File: src/rtl/rtc_bus_pkg.sv
// Shared definitions for the RTC bus arbiter: bus-cycle state encoding and requester port indices.
package rtc_bus_pkg;

    typedef enum logic [2:0] {
        ST_IDLE  = 3'd0,
        ST_ADDR  = 3'd1,
        ST_GAP   = 3'd2,
        ST_DATA  = 3'd3,
        ST_RECOV = 3'd4
    } state_t;

    localparam int P_INIT = 2;
    localparam int P_WR   = 1;
    localparam int P_RD   = 0;

endpackage

File: src/rtl/rtc_phase_timer.sv
// Phase timer: counts 1..PHASE_CYC within a bus phase, flags the last clock of the phase.
module rtc_phase_timer #(
    parameter logic [7:0] PHASE_CYC = 8'd8
) (
    input  logic clk,
    input  logic reset,
    input  logic i_load,
    input  logic i_clr,
    output logic o_tc
);

    logic [7:0] r_cnt;

    // Saturates at PHASE_CYC; the FSM always reloads or clears on the terminal clock.
    always_ff @(posedge clk or posedge reset) begin
        if (reset) begin
            r_cnt <= 8'd0;
        end else if (i_clr) begin
            r_cnt <= 8'd0;
        end else if (i_load) begin
            r_cnt <= 8'd1;
        end else if (r_cnt != PHASE_CYC) begin
            r_cnt <= r_cnt + 8'd1;
        end
    end

    assign o_tc = (r_cnt == PHASE_CYC);

endmodule

File: src/rtl/rtc_bus_arbiter.sv
// Fixed-priority arbiter for the multiplexed RTC address/data bus; runs one timed bus cycle per grant.
// state | meaning: IDLE arbitrate (skipped on done cycle) | ADDR address+wr_n | GAP turnaround | DATA strobe | RECOV release
module rtc_bus_arbiter
    import rtc_bus_pkg::*;
#(
    parameter logic [7:0] PHASE_CYC = 8'd8
) (
    input  logic       clk,
    input  logic       reset,
    input  logic [2:0] req,
    input  logic [7:0] addr_init,
    input  logic [7:0] wdata_init,
    input  logic [7:0] addr_wr,
    input  logic [7:0] wdata_wr,
    input  logic [7:0] addr_rd,
    output logic [2:0] grant,
    output logic [2:0] done,
    output logic [7:0] rdata,
    output logic       busy,
    output logic       cs_n,
    output logic       rd_n,
    output logic       wr_n,
    output logic       ad_sel,
    output logic [7:0] ad_out,
    output logic       ad_oe,
    input  logic [7:0] ad_in
);

    state_t     r_state, w_state_nxt;
    logic       r_rnw, w_rnw;
    logic [7:0] r_addr, w_addr;
    logic [7:0] r_wdata, w_wdata;
    logic [2:0] r_grant, w_grant;
    logic [2:0] r_done, w_done;
    logic [7:0] r_rdata, w_rdata;
    logic       r_busy, w_busy;
    logic       r_cs_n, w_cs_n;
    logic       r_rd_n, w_rd_n;
    logic       r_wr_n, w_wr_n;
    logic       r_ad_sel, w_ad_sel;
    logic [7:0] r_ad_out, w_ad_out;
    logic       r_ad_oe, w_ad_oe;
    logic       w_load, w_clr, w_tc;

    rtc_phase_timer #(.PHASE_CYC(PHASE_CYC)) u_timer (
        .clk    (clk),
        .reset  (reset),
        .i_load (w_load),
        .i_clr  (w_clr),
        .o_tc   (w_tc)
    );

    always_comb begin
        w_state_nxt = r_state;
        w_rnw       = r_rnw;
        w_addr      = r_addr;
        w_wdata     = r_wdata;
        w_grant     = r_grant;
        w_done      = 3'b000;
        w_rdata     = r_rdata;
        w_load      = 1'b0;
        w_clr       = 1'b0;

        case (r_state)
            ST_IDLE: begin
                w_grant = 3'b000;
                // The done cycle is never an arbitration cycle, so a held req cannot be re-granted early.
                if (r_done == 3'b000 && req != 3'b000) begin
                    w_state_nxt = ST_ADDR;
                    w_load      = 1'b1;
                    if (req[P_INIT]) begin
                        w_grant[P_INIT] = 1'b1;
                        w_rnw           = 1'b0;
                        w_addr          = addr_init;
                        w_wdata         = wdata_init;
                    end else if (req[P_WR]) begin
                        w_grant[P_WR] = 1'b1;
                        w_rnw         = 1'b0;
                        w_addr        = addr_wr;
                        w_wdata       = wdata_wr;
                    end else begin
                        w_grant[P_RD] = 1'b1;
                        w_rnw         = 1'b1;
                        w_addr        = addr_rd;
                        w_wdata       = 8'h00;
                    end
                end else begin
                    w_clr = 1'b1;
                end
            end
            ST_ADDR: if (w_tc) begin
                w_state_nxt = ST_GAP;
                w_load      = 1'b1;
            end
            ST_GAP: if (w_tc) begin
                w_state_nxt = ST_DATA;
                w_load      = 1'b1;
            end
            ST_DATA: if (w_tc) begin
                w_state_nxt = ST_RECOV;
                w_load      = 1'b1;
                if (r_rnw) begin
                    w_rdata = ad_in;
                end
            end
            ST_RECOV: if (w_tc) begin
                w_state_nxt = ST_IDLE;
                w_clr       = 1'b1;
                w_done      = r_grant;
                w_grant     = 3'b000;
            end
            default: begin
                w_state_nxt = ST_IDLE;
                w_grant     = 3'b000;
                w_clr       = 1'b1;
            end
        endcase

        // Pin values are decoded from the next state so they register together with it.
        w_busy   = (w_state_nxt != ST_IDLE);
        w_cs_n   = 1'b1;
        w_rd_n   = 1'b1;
        w_wr_n   = 1'b1;
        w_ad_sel = 1'b0;
        w_ad_oe  = 1'b0;
        w_ad_out = 8'h00;
        case (w_state_nxt)
            ST_ADDR: begin
                w_cs_n   = 1'b0;
                w_wr_n   = 1'b0;
                w_ad_oe  = 1'b1;
                w_ad_out = w_addr;
            end
            ST_GAP: begin
                w_cs_n   = 1'b0;
                w_ad_sel = 1'b1;
                w_ad_oe  = ~w_rnw;
                w_ad_out = w_rnw ? 8'h00 : w_wdata;
            end
            ST_DATA: begin
                w_cs_n   = 1'b0;
                w_ad_sel = 1'b1;
                if (w_rnw) begin
                    w_rd_n = 1'b0;
                end else begin
                    w_wr_n   = 1'b0;
                    w_ad_oe  = 1'b1;
                    w_ad_out = w_wdata;
                end
            end
            default: ;
        endcase
    end

    always_ff @(posedge clk or posedge reset) begin
        if (reset) begin
            r_state  <= ST_IDLE;
            r_rnw    <= 1'b0;
            r_addr   <= 8'h00;
            r_wdata  <= 8'h00;
            r_grant  <= 3'b000;
            r_done   <= 3'b000;
            r_rdata  <= 8'h00;
            r_busy   <= 1'b0;
            r_cs_n   <= 1'b1;
            r_rd_n   <= 1'b1;
            r_wr_n   <= 1'b1;
            r_ad_sel <= 1'b0;
            r_ad_out <= 8'h00;
            r_ad_oe  <= 1'b0;
        end else begin
            r_state  <= w_state_nxt;
            r_rnw    <= w_rnw;
            r_addr   <= w_addr;
            r_wdata  <= w_wdata;
            r_grant  <= w_grant;
            r_done   <= w_done;
            r_rdata  <= w_rdata;
            r_busy   <= w_busy;
            r_cs_n   <= w_cs_n;
            r_rd_n   <= w_rd_n;
            r_wr_n   <= w_wr_n;
            r_ad_sel <= w_ad_sel;
            r_ad_out <= w_ad_out;
            r_ad_oe  <= w_ad_oe;
        end
    end

    assign grant  = r_grant;
    assign done   = r_done;
    assign rdata  = r_rdata;
    assign busy   = r_busy;
    assign cs_n   = r_cs_n;
    assign rd_n   = r_rd_n;
    assign wr_n   = r_wr_n;
    assign ad_sel = r_ad_sel;
    assign ad_out = r_ad_out;
    assign ad_oe  = r_ad_oe;

endmodule

File: config.mk
export PLATFORM = sky130hd
export DESIGN_NAME = rtc_bus_arbiter
export DESIGN_NICKNAME = d
export VERILOG_FILES = /design/src/rtl/rtc_bus_pkg.sv /design/src/rtl/rtc_phase_timer.sv /design/src/rtl/rtc_bus_arbiter.sv
export SDC_FILE = /design/constraint.sdc
export NUM_CORES = 1
export LEC_CHECK = 0
export ABC_AREA = 1
export ABC_CLOCK_PERIOD_IN_PS = 3250
export CAP_MARGIN = 25
export CORE_MARGIN = 4
export CORE_UTILIZATION = 50
export CTS_CLUSTER_DIAMETER = 100
export DETAILED_ROUTE_END_ITERATION = 10
export PLACE_DENSITY = 0.95
export SLEW_MARGIN = 20
export SYNTH_ARGS = -nofsm -noshare
export SYNTH_HDL_FRONTEND = slang
export SYNTH_HIERARCHICAL = 1
export SYNTH_SLANG_ARGS = --single-unit
export TNS_END_PERCENT = 20
File: constraint.sdc
create_clock -name clk -period 3.25 [get_ports clk]
set_clock_uncertainty 0.05 [all_clocks]
set_input_delay 0.65 -clock clk [delete_from_list [all_inputs] [get_ports clk]]
set_output_delay 0.65 -clock clk [all_outputs]
set_load 0.02 [all_outputs]
==> out/results.tsv, run 1 <==
metric	value	unit
layout-drive-gt1-share	9.559	%
crit_fanout	9	
worst-r2r-cell-count	13	
overflow	0	
crit_required	3400	ps
yosysWarnings	6	
crit_type	reg2reg	
initial_core_util	51.89	%
grt_max_degree	41	
ir_worst_vdd	0.3392	mV
maxCapViolCount	0	
relSlewSlack	64.58	%
cts_setup_buffers	0	
hold_end	r_addr[2]$_DFF_PP0_	
synth_edf_count	0	
clk_pin_slew_worst_paths	100	ps
dr.first_iter.drc_count	109	
finalCritPeriodShare	79.78	%
area_growth	36.69	%
min_path_cells	2	
cts_root_buffer	clkbuf_8	
dp.final_hpwl	4735	um
ys_seq_elements	56	
wl_per_cell	13.07	um
rsz0062_at_grt	false	
crit_arrival	2750	ps
final.setup.tns	0	ps
grt_pass1_vias	2417	
grt_pass1_wl	10650	um
synth_area_leader_cell	dfrtp_1	
timing.rr.start	u_timer/r_cnt[0]$_DFFE_PP0P_	
avgSynthCellArea	8.204	um2
numCtsBuffers	5	
r2r_setup_slack	660	ps
die_w	80.80	um
place.gp.congestion	0.8007	
cts_resized	0	
antenna_cells	0	
coreArea	5107	um2
setup_viol	0	
drcViolationCount	0	
min_period	2593	ps
viasPerCell	4.828	
syn_inst	323	
htree_levels	2	
hp-start	r_addr[2]$_DFF_PP0_	
rows	26	
nNetsFinal	462	
hold_path.class	reg2reg	
synth_nets	378	
synth.distinct_cells	24	
syn_area	2650	um2
worstSkewPairLatency	310	ps
synth.most_common_cell	nand2_1	
final_hold_viol_count	0	
grt_usage	21.37	%
timing.fmax	385.7	MHz
rr_endpoint	u_timer/r_cnt[5]$_DFFE_PP0P_	
cp-end-kind	register	
synthArstFlopShare	100.0	%
portBuffers	80	
wl	6249	um
antenna_found_initial	0	
die-area	6529	um2
die_h	80.80	um
synth_top_area_share	50.05	%
cts_buffer_depth	2	
netlist_top_cells_area	dfrtp_1 (50%), nand2_1 (17%), inv_1 (6.4%)	
ys_seq_area_share	53.02	%
io_pins	81	
ant_nets	0	
drtPass1Iterations	7	
synth-main-ff-cell	dfrtp_1	
drv_slew	0	
yosys-top-cells-count	nand2_1 (122), dfrtp_1 (53), inv_1 (45), nor2_1 (27), nand3_1 (16)	
hold_buffers	0	
worstSetupStartpointType	register	
vias	2308	
worst_pin_slew	525.7	ps
clock-sinks	56	
status	finished, final reports clean	
leakage	1.793	nW
utilization	70.92	%
tritoncts	built	
powerDensity	680.3	nW/um2
[power by group]
group / leakage (nW) / total [W] / switching [W] / internal [W]
clock: 0.0541 / 0.000452 / 0.000224 / 0.000228
sequential: 0.697 / 0.00100 / 0.0000903 / 0.000912
combinational: 1.04 / 0.00101 / 0.000618 / 0.000392
total: 1.79 / 0.00246 / 0.000932 / 0.00153
[sequential cells by signal (all words and copies together), names as in the netlist]
register       flops
ad_oe              1
ad_out             8
ad_sel             1
busy               1
cs_n               1
done               3
grant              3
r_addr             8
r_rnw              1
r_state            3
r_wdata            8
rd_n               1
rdata              8
u_timer/r_cnt      8
wr_n               1
[logic make-up (layout without fill, tap and decap cells)]
logic type | count (synthesis) | count (layout) | share of synthesized area, %
flip-flops | 56 | 56 | 53.02
adder cells (fa/ha/maj) | 2 | 2 | 0.9441
multiplexers | 8 | 8 | 3.400
AND/OR/NAND/NOR | 179 | 179 | 29.08
AO/OA/AOI/OAI | 25 | 25 | 5.004
buffers and inverters | 53 | 138 | 8.546
[worst max path at each step]
stage | to | cells past startpoint | slack [ps] | from
3_3_place_gp | ad_out[0]$_DFF_PP0_ | 8 | 790 | req[2]
6_report | u_timer/r_cnt[5]$_DFFE_PP0P_ | 13 | 660 | u_timer/r_cnt[0]$_DFFE_PP0P_
5_1_grt | u_timer/r_cnt[4]$_DFFE_PP0P_ | 14 | 360 | u_timer/r_cnt[0]$_DFFE_PP0P_
4_1_cts | u_timer/r_cnt[4]$_DFFE_PP0P_ | 14 | 720 | u_timer/r_cnt[0]$_DFFE_PP0P_
3_5_place_dp | u_timer/r_cnt[4]$_DFFE_PP0P_ | 11 | 650 | req[1]
2_1_floorplan | u_timer/r_cnt[4]$_DFFE_PP0P_ | 14 | 1190 | u_timer/r_cnt[0]$_DFFE_PP0P_
[critical path, cell delays in order (launching register included)]
cell	delay (ps)
dfrtp_1	460
inv_1	90
ha_1	180
nand3_2	100
nor2_4	220
nand2_1	120
nor2_1	270
nor2_1	170
nor2_1	200
nand3_1	150
inv_1	190
nor2_4	100
o21ai_2	110
a21oi_2	60
[cells in the final DEF (no fill, tap or decap)]
master,n
nand3_2,4
clkdlybuf4s50_1,80
o21ai_0,15
bufinv_16,1
inv_1,44
nand4_1,2
nand2_2,3
buf_4,3
clkinv_2,1
dfstp_2,3
inv_2,3
nor2_8,1
nor2_4,3
nand2_1,122
or2_2,1
a21oi_1,5
clkbuf_8,5
dfrtp_1,53
mux2_2,8
o21ai_1,3
nand3_1,16
nor2_1,27
ha_1,2
a21oi_2,1
clkinvlp_4,1
o21ai_2,1
[per-layer routing]
layer | part of all wire, % | up-vias | global-route usage, %
li1 | - | 1149 | -
met1 | 37 | 1072 | 23.64
met2 | 53 | 79 | 38.67
met3 | 8.4 | 8 | 6.430
met4 | 1.1 | 0 | 7.601
met5 | 0 | - | 0
[through the flow]
stage	instance area (um2)	hold WS, ps	power, W	cells	setup slack, ps
after CTS	3622	443.0	0.002481	478	717.7
final	3622	442.0	0.002464	478	657.1
after global placement	3511	410.6	0.001962	470	789.8
after global routing	3622	478.5	0.002649	478	362.7
after detailed placement	3511	418.0	0.002013	470	653.8
after floorplan	2650	394.5	0.001643	323	1190
[area by class of cell]
cell class,instances,area [um2]
Tap cell,70,87.58
Clock buffer,5,68.82
Multi-Input combinational cell,214,1018
Clock inverter,3,42.54
Inverter,47,176.4
Sequential cell,56,1405
Fill cell,368,1485
Timing Repair Buffer,83,823.3
Power figures use the tool's default switching activity.
==> inputs of run 2 (changes only) <==
ABC_CLOCK_PERIOD_IN_PS = 2400   (was 3250)
CORE_UTILIZATION = 47   (was 50)
PLACE_DENSITY = 0.92   (was 0.95)
clock period = 2.4 ns   (was 3.25 ns; I/O delays follow)
==> run 2 against run 1 <==
Maximum frequency rose by 18%. Largest cell class unchanged. Sequential cell count is the same. Highest routed layer unchanged. Die area rose by 5.7%. Critical endpoint unchanged. Final area up 1.6%. Count of clock-buffer cells in the layout increased by 2. Total power up 38%. Setup slack got worse by 450 ps.
==> out/results.tsv, run 2 (synthesis results as in run 1) <==
metric	value	unit	change
final.setup.tns	0	ps	unchanged
worstSetupStartpointType	register		
worst-r2r-cell-count	13		unchanged
cts_setup_buffers	0		unchanged
place.gp.congestion	0.7959		-0.60%
wl_per_cell	12.95	um	-0.94%
dp.final_hpwl	4868	um	+2.8%
p_comb_share	42.3	%	+1.3 points
crit_type	reg2reg		
initial_core_util	48.42	%	-3.5 points
die_h	83.09	um	+2.8%
maxCapViolCount	0		unchanged
r2r_setup_slack	210	ps	-450 ps
switching_power	0.001289	W	+38%
cts_resized	0		unchanged
timing.fmax	456.7	MHz	+18%
seqPwrFrac	39.9	%	-0.8 points
critPathLaunch	u_timer/r_cnt[0]$_DFFE_PP0P_		
timing.rr.start	u_timer/r_cnt[0]$_DFFE_PP0P_		
cp-end-kind	register		
io_pins	81		unchanged
numCtsBuffers	5		unchanged
tritoncts	built		
portBuffers	80		unchanged
dp_cells	477		+1.5%
overflow	0		unchanged
ant_nets	0		unchanged
status	finished, final reports clean		
grt_pass1_vias	2380		-1.5%
rows	27		+3.8%
vias	2328		+0.87%
relSlewSlack	64.72	%	+0.14 points
dpl_worst_slack	51.68	ps	-602.1 ps
worstSkewPairLatency	310	ps	about the same
final_cell_mix	nand2_1 (122), clkdlybuf4s50_1 (80), dfrtp_1 (53), inv_1 (42), nor2_1 (26)		
crit_arrival	2330	ps	-420 ps
clock-sinks	56		unchanged
crit_fanout	5		-4
worst_pin_slew	528.4	ps	+2.646 ps
die_w	83.09	um	+2.8%
switching_share	37.86	%	+0.044 points
drtPass1Iterations	4		-3
finalCritPeriodShare	91.24	%	+11 points
rsz0062_at_grt	true		
grt_pass1_wl	10490	um	-1.5%
utilization	67.22	%	-3.7 points
layout-drive-gt1-share	11.11	%	+1.6 points
antenna_found_initial	0		unchanged
nNetsFinal	468		+1.3%
powerDensity	925.7	nW/um2	+36%
wl	6294	um	+0.72%
antenna_cells	0		unchanged
rr_endpoint	u_timer/r_cnt[5]$_DFFE_PP0P_		
leakage	1.821	nW	+1.6%
crit_required	2540	ps	-860 ps
cts_buffer_depth	2		unchanged
grt_max_degree	29		-29%
drcViolationCount	0		unchanged
viasPerCell	4.790		-0.79%
die-area	6904	um2	+5.7%
dr.first_iter.drc_count	69		-37%
hold_buffers	0		unchanged
clockPowerShare	17.7	%	-0.6 points
grt_usage	18.57	%	-2.8 points
coreArea	5473	um2	+7.2%
clk_pin_slew_worst_paths	100	ps	about the same
final_cells	486		+1.7%
mostFrequentLayoutCell	nand2_1		
ir_worst_vdd	0.4041	mV	+19%
p_int	0.002116	W	+38%
drv_slew	0		unchanged
hold_path.class	in2async		
setup_viol	0		unchanged
min_period	2190	ps	-403.2 ps
final_hold_viol_count	0		unchanged
htree_levels	2		unchanged
endpoint	u_timer/r_cnt[5]$_DFFE_PP0P_		
area_growth	38.81	%	
fillers	441		+20%
finalWorstSetupSlack	210.3	ps	-446.8 ps
cts_root_buffer	clkbuf_8		
run 2: worst min path at each step:
stage                     cells past startpoint  slack (ps)                 from                            to
after floorplan                               1         250                reset  u_timer/r_cnt[0]$_DFFE_PP0P_
after global placement                        2         410  r_addr[2]$_DFF_PP0_           r_addr[2]$_DFF_PP0_
after detailed placement                      2         420  r_addr[5]$_DFF_PP0_           r_addr[5]$_DFF_PP0_
after CTS                                     2         440                reset  u_timer/r_cnt[7]$_DFFE_PP0P_
after global routing                          2         450  r_addr[0]$_DFF_PP0_           r_addr[0]$_DFF_PP0_
final                                         2         410                reset  u_timer/r_cnt[4]$_DFFE_PP0P_
run 2: stage by stage:
stage	instance area (um2)	total power (W)	hold WS [ps]
6_report	3679	0.003405	414.7
5_1_grt	3679	0.003629	447.9
4_1_cts	3670	0.003390	436.6
3_5_place_dp	3563	0.002783	415.5
3_3_place_gp	3563	0.002704	411.7
2_1_floorplan	2650	0.002225	245.7
run 2: routing by layer:
layer  up-vias  part of all wire, %  track usage, %
met4         0                  1.7           5.795
met3        10                  6.6           4.861
met2        74                   51           34.11
met5         -                    0               0
li1       1167                    -               -
met1      1077                   40           20.87
run 2: layout make-up:
type                       count  area (um2)  share of cell area (%)
tap                           72       90.09                   2.449
clock buffer                   7       76.32                   2.075
inverter                      47       176.4                   4.796
multi-input combinational    215        1027                   27.93
timing repair buffer          88       873.3                   23.74
clock inverter                 1       30.03                  0.8163
sequential                    56        1405                   38.20
run 2: worst max-delay path: stages (launching register included):
cell     delay (ps)
dfrtp_1         450
inv_1            80
ha_1            150
nand3_2          90
nor2_4          180
nand2_1         120
nor2_2          180
nor2_1          100
nor2_1          170
nand3_1         130
inv_2           140
nor2_4           70
o21ai_2          90
a21oi_2          60
run 2: power by group through the flow:
| stage | combinational, W | clock, W | sequential, W |
|---|---|---|---|
| floorplan | 0.000737 | 0 | 0.00149 |
| global placement | 0.00134 | 0 | 0.00137 |
| detailed placement | 0.00141 | 0 | 0.00137 |
| CTS | 0.00142 | 0.000611 | 0.00136 |
| global route | 0.00160 | 0.000639 | 0.00139 |
| finish | 0.00144 | 0.000604 | 0.00136 |
==> inputs of run 3 (changes only) <==
--- a/config.mk
+++ b/config.mk
@@ -7,3 +7,2 @@
 export LEC_CHECK = 0
-export ABC_AREA = 1
 export ABC_CLOCK_PERIOD_IN_PS = 2400
@@ -14,2 +13,3 @@
 export DETAILED_ROUTE_END_ITERATION = 10
+export GPL_TIMING_DRIVEN = 0
 export PLACE_DENSITY = 0.92
==> constraint.sdc (replaced) <==
create_clock -name clk -period 2.4 [get_ports clk]
set_clock_uncertainty 0.05 [all_clocks]
set_input_delay 0.6 -clock clk [delete_from_list [all_inputs] [get_ports clk]]
set_output_delay 0.6 -clock clk [all_outputs]
set_load 0.02 [all_outputs]
==> run 3 against run 2 <==
Cell count down 18%. Setup slack worse by 130 ps. Clock power down 13%. Synthesized area up 1.2%. Sequential power up 7%. First-iteration DRC count up 64%. Maximum frequency down 5.6%. Final area up 1.8%. Count of clock-buffer cells in the layout down 1. Global-route usage about the same. Critical path type unchanged. Largest cell class unchanged.
==> out/results.tsv, run 3 <==
metric	value	unit	change
vias	2138		-8.2%
switching_share	37.87	%	about the same
crit_type	reg2reg		
synthArstFlopShare	100.0	%	unchanged
hp-start	r_addr[0]$_DFF_PP0_		
tritoncts	built		
synth-main-ff-cell	dfrtp_1		
hold_path.class	reg2reg		
antenna_cells	0		unchanged
wl_per_cell	15.99	um	+23%
r2r_setup_slack	80	ps	-130 ps
syn_inst	238		-26%
grt_pass1_vias	2223		-6.6%
place.gp.congestion	0.8062		+1.3%
viasPerCell	5.345		+12%
worst-path-buf-inv	3		+1
yosys-top-cells-count	dfrtp_1 (53), nor2_1 (24), inv_1 (17), mux2i_1 (16), nand2_1 (16)		
grt_usage	18.60	%	+0.033 points
status	finished, final reports clean		
worst_pin_slew	547.9	ps	+19.53 ps
cp_cell_sequence	inv_1 -> ha_1 -> and4bb_4 -> and2_1 -> clkbuf_4 -> a21boi_0 -> o21bai_2 -> inv_1 -> nand2_4 -> o32ai_1		
syn_area	2683	um2	+1.2%
avgSynthCellArea	11.27	um2	+37%
finalCritPeriodShare	96.69	%	+5.5 points
grt_max_degree	31		+6.9%
drtPass1Iterations	4		unchanged
min_path_cells	2		
worstSetupStartpointType	register		
fillers	414		-6.1%
drcViolationCount	0		unchanged
ir_worst_vdd	0.4496	mV	+11%
die_h	83.55	um	+0.55%
clk_pin_slew_worst_paths	90	ps	about the same
cts_buffer_depth	2		unchanged
synth.most_common_cell	dfrtp_1		
relSlewSlack	63.47	%	-1.3 points
place_area	3583	um2	+0.56%
ys_seq_area_share	52.38	%	-0.64 points
clockPowerShare	13.9	%	-3.8 points
critPathLaunch	u_timer/r_cnt[0]$_DFFE_PP0P_		
io_pins	81		unchanged
crit_arrival	2460	ps	+130 ps
timing.fmax	430.9	MHz	-5.6%
synth-simple-area-share	14.88	%	-14 points
synth_top_area_share	49.44	%	-0.61 points
cpPeakStageDelay	370	ps	-80 ps
initial_core_util	48.72	%	+0.29 points
design_area	3744	um2	+1.8%
p_comb_share	47.6	%	+5.3 points
antenna_found_initial	0		unchanged
switching_power	0.001435	W	+11%
grt_pass1_wl	10520	um	+0.32%
maxCapViolCount	0		unchanged
clock-sinks	56		unchanged
nNetsFinal	382		-18%
synth_nets	293		-22%
seqPwrFrac	38.5	%	-1.4 points
min_period	2321	ps	+130.9 ps
utilization	67.98	%	+0.77 points
cts_root_buffer	clkbuf_8		
portBuffers	79		-1.3%
dr.first_iter.drc_count	113		+64%
worst-r2r-cell-count	10		-3
area_growth	39.55	%	
crit_fanout	10		+5
drv_slew	0		unchanged
synth_area_leader_cell	dfrtp_1		
synth.distinct_cells	45		+88%
path_common_cell	inv_1		
crit_required	2540	ps	about the same
final.setup.tns	0	ps	unchanged
numCtsBuffers	5		unchanged
leakage	1.616	nW	-11%
rows	27		unchanged
powerDensity	1012	nW/um2	+9.3%
slowest_stage	dfrtp_2		
mostFrequentLayoutCell	clkdlybuf4s50_1		
netlist_top_cells_area	dfrtp_1 (49%), mux2i_1 (6.0%), a221oi_2 (5.0%)		
synthMuxAreaShare	9.328	%	+5.9 points
coreArea	5507	um2	+0.62%
final_hold_viol_count	0		unchanged
multiInputGateArea	1170	um2	+14%
worstSkewPairLatency	310	ps	about the same
ys_seq_elements	56		unchanged
seqCellArea	1406	um2	about the same
dp.final_hpwl	4729	um	-2.9%
cp-end-kind	register		
synth_xor_area_share	0.6530	%	+0.65 points
hold_end	r_addr[0]$_DFF_PP0_		
die-area	6981	um2	+1.1%
synth_edf_count	0		unchanged
setup_viol	0		unchanged
p_int	0.002354	W	+11%
ant_nets	0		unchanged
rr_endpoint	ad_out[7]$_DFF_PP0_		
yosysWarnings	6		unchanged
die_w	83.55	um	+0.55%
wl	6396	um	+1.6%
critical_path.top_delay_family	compound AO/OA/AOI/OAI gates		
timing.rr.start	u_timer/r_cnt[0]$_DFFE_PP0P_		
synth_top_family_by_area	compound AO/OA/AOI/OAI gates		
overflow	0		unchanged
layout-drive-gt1-share	18.29	%	+7.2 points
htree_levels	2		unchanged
synth_compound_area_share	16.23	%	+11 points
final_cell_mix	clkdlybuf4s50_1 (79), dfrtp_1 (52), nor2_1 (24), inv_1 (16), mux2i_1 (16)		
synthAdderAreaFrac	0.9328	%	-0.011 points
run 3: changes by cell type in the layout (fill, tap and decap cells not counted), sizes merged, moves of 7 or more:
cell / delta
nand2: -109
mux2i: +16
a221oi: +9
nand3: -16
nor2: -8
o32ai: +8
or3: +7
inv: -30
run 3: how the worst max path moves through the flow:
stage                                         endpoint  slack, ps  cells after the start
after global routing               ad_out[7]$_DFF_PP0_        -20                     10
after global placement             ad_out[3]$_DFF_PP0_       -350                      6
after CTS                          ad_out[3]$_DFF_PP0_         20                     10
after floorplan           u_timer/r_cnt[2]$_DFFE_PP0P_        120                     11
final                              ad_out[7]$_DFF_PP0_         80                     10
after detailed placement           ad_out[3]$_DFF_PP0_       -430                      6
run 3: final cells by class:
| class | count | area share, % |
|---|---|---|
| Clock inverter | 2 | 0.2674 |
| Tap cell | 72 | 2.406 |
| Timing Repair Buffer | 83 | 22.26 |
| Buffer | 13 | 2.340 |
| Sequential cell | 56 | 37.57 |
| Multi-Input combinational cell | 151 | 31.25 |
| Inverter | 17 | 1.705 |
| Clock buffer | 6 | 2.206 |
run 3: worst reg2reg max path, stage by stage, from the launching register on:
cell and delay (ps):
dfrtp_2 370, inv_1 60, ha_1 190, and4bb_4 210, and2_1 180, clkbuf_4 200
a21boi_0 230, o21bai_2 130, inv_1 120, nand2_4 110, o32ai_1 350
run 3: power by group through the flow:
stage / Clock (W) / Sequential, W / Combinational (W)
floorplan: 0 / 0.00161 / 0.000918
global placement: 0 / 0.00148 / 0.00160
detailed placement: 0 / 0.00149 / 0.00168
CTS: 0.000531 / 0.00146 / 0.00176
global route: 0.000577 / 0.00150 / 0.00196
finish: 0.000525 / 0.00146 / 0.00181
run 3: kinds of logic after synthesis:
logic type               after synthesis
adder cells (fa/ha/maj)                2
flip-flops                            56
AO/OA/AOI/OAI                         51
XOR/XNOR                               2
AND/OR/NAND/NOR                       72
multiplexers                          24
buffers and inverters                 31
run 3: metrics by stage:
stage | total power, W | cells | hold WS, ps | worst slack, ps
detailed placement | 0.003167 | 390 | 422.3 | -429.4
global placement | 0.003083 | 389 | 414.6 | -354.3
CTS | 0.003749 | 399 | 451.2 | 23.25
global route | 0.004033 | 400 | 470.1 | -21.98
floorplan | 0.002533 | 238 | 365.7 | 122.0
finish | 0.003789 | 400 | 449.7 | 79.40
run 3: what timing repair did:
item	in CTS	in global routing
setup endpoints to repair	17	15
resized for setup	8	5
hold buffers	0	0
setup buffers	2	1
run 3: metal layers:
| layer | vias to the layer above | wire (um) | share of wire, % | GRT usage [%] |
|---|---|---|---|---|
| met5 | - | 0 | 0 | 0 |
| li1 | 1022 | - | - | - |
| met2 | 75 | 3256 | 51 | 32.14 |
| met3 | 8 | 411 | 6.4 | 5.232 |
| met4 | 0 | 97 | 1.5 | 6.287 |
| met1 | 1033 | 2630 | 41 | 22.33 |
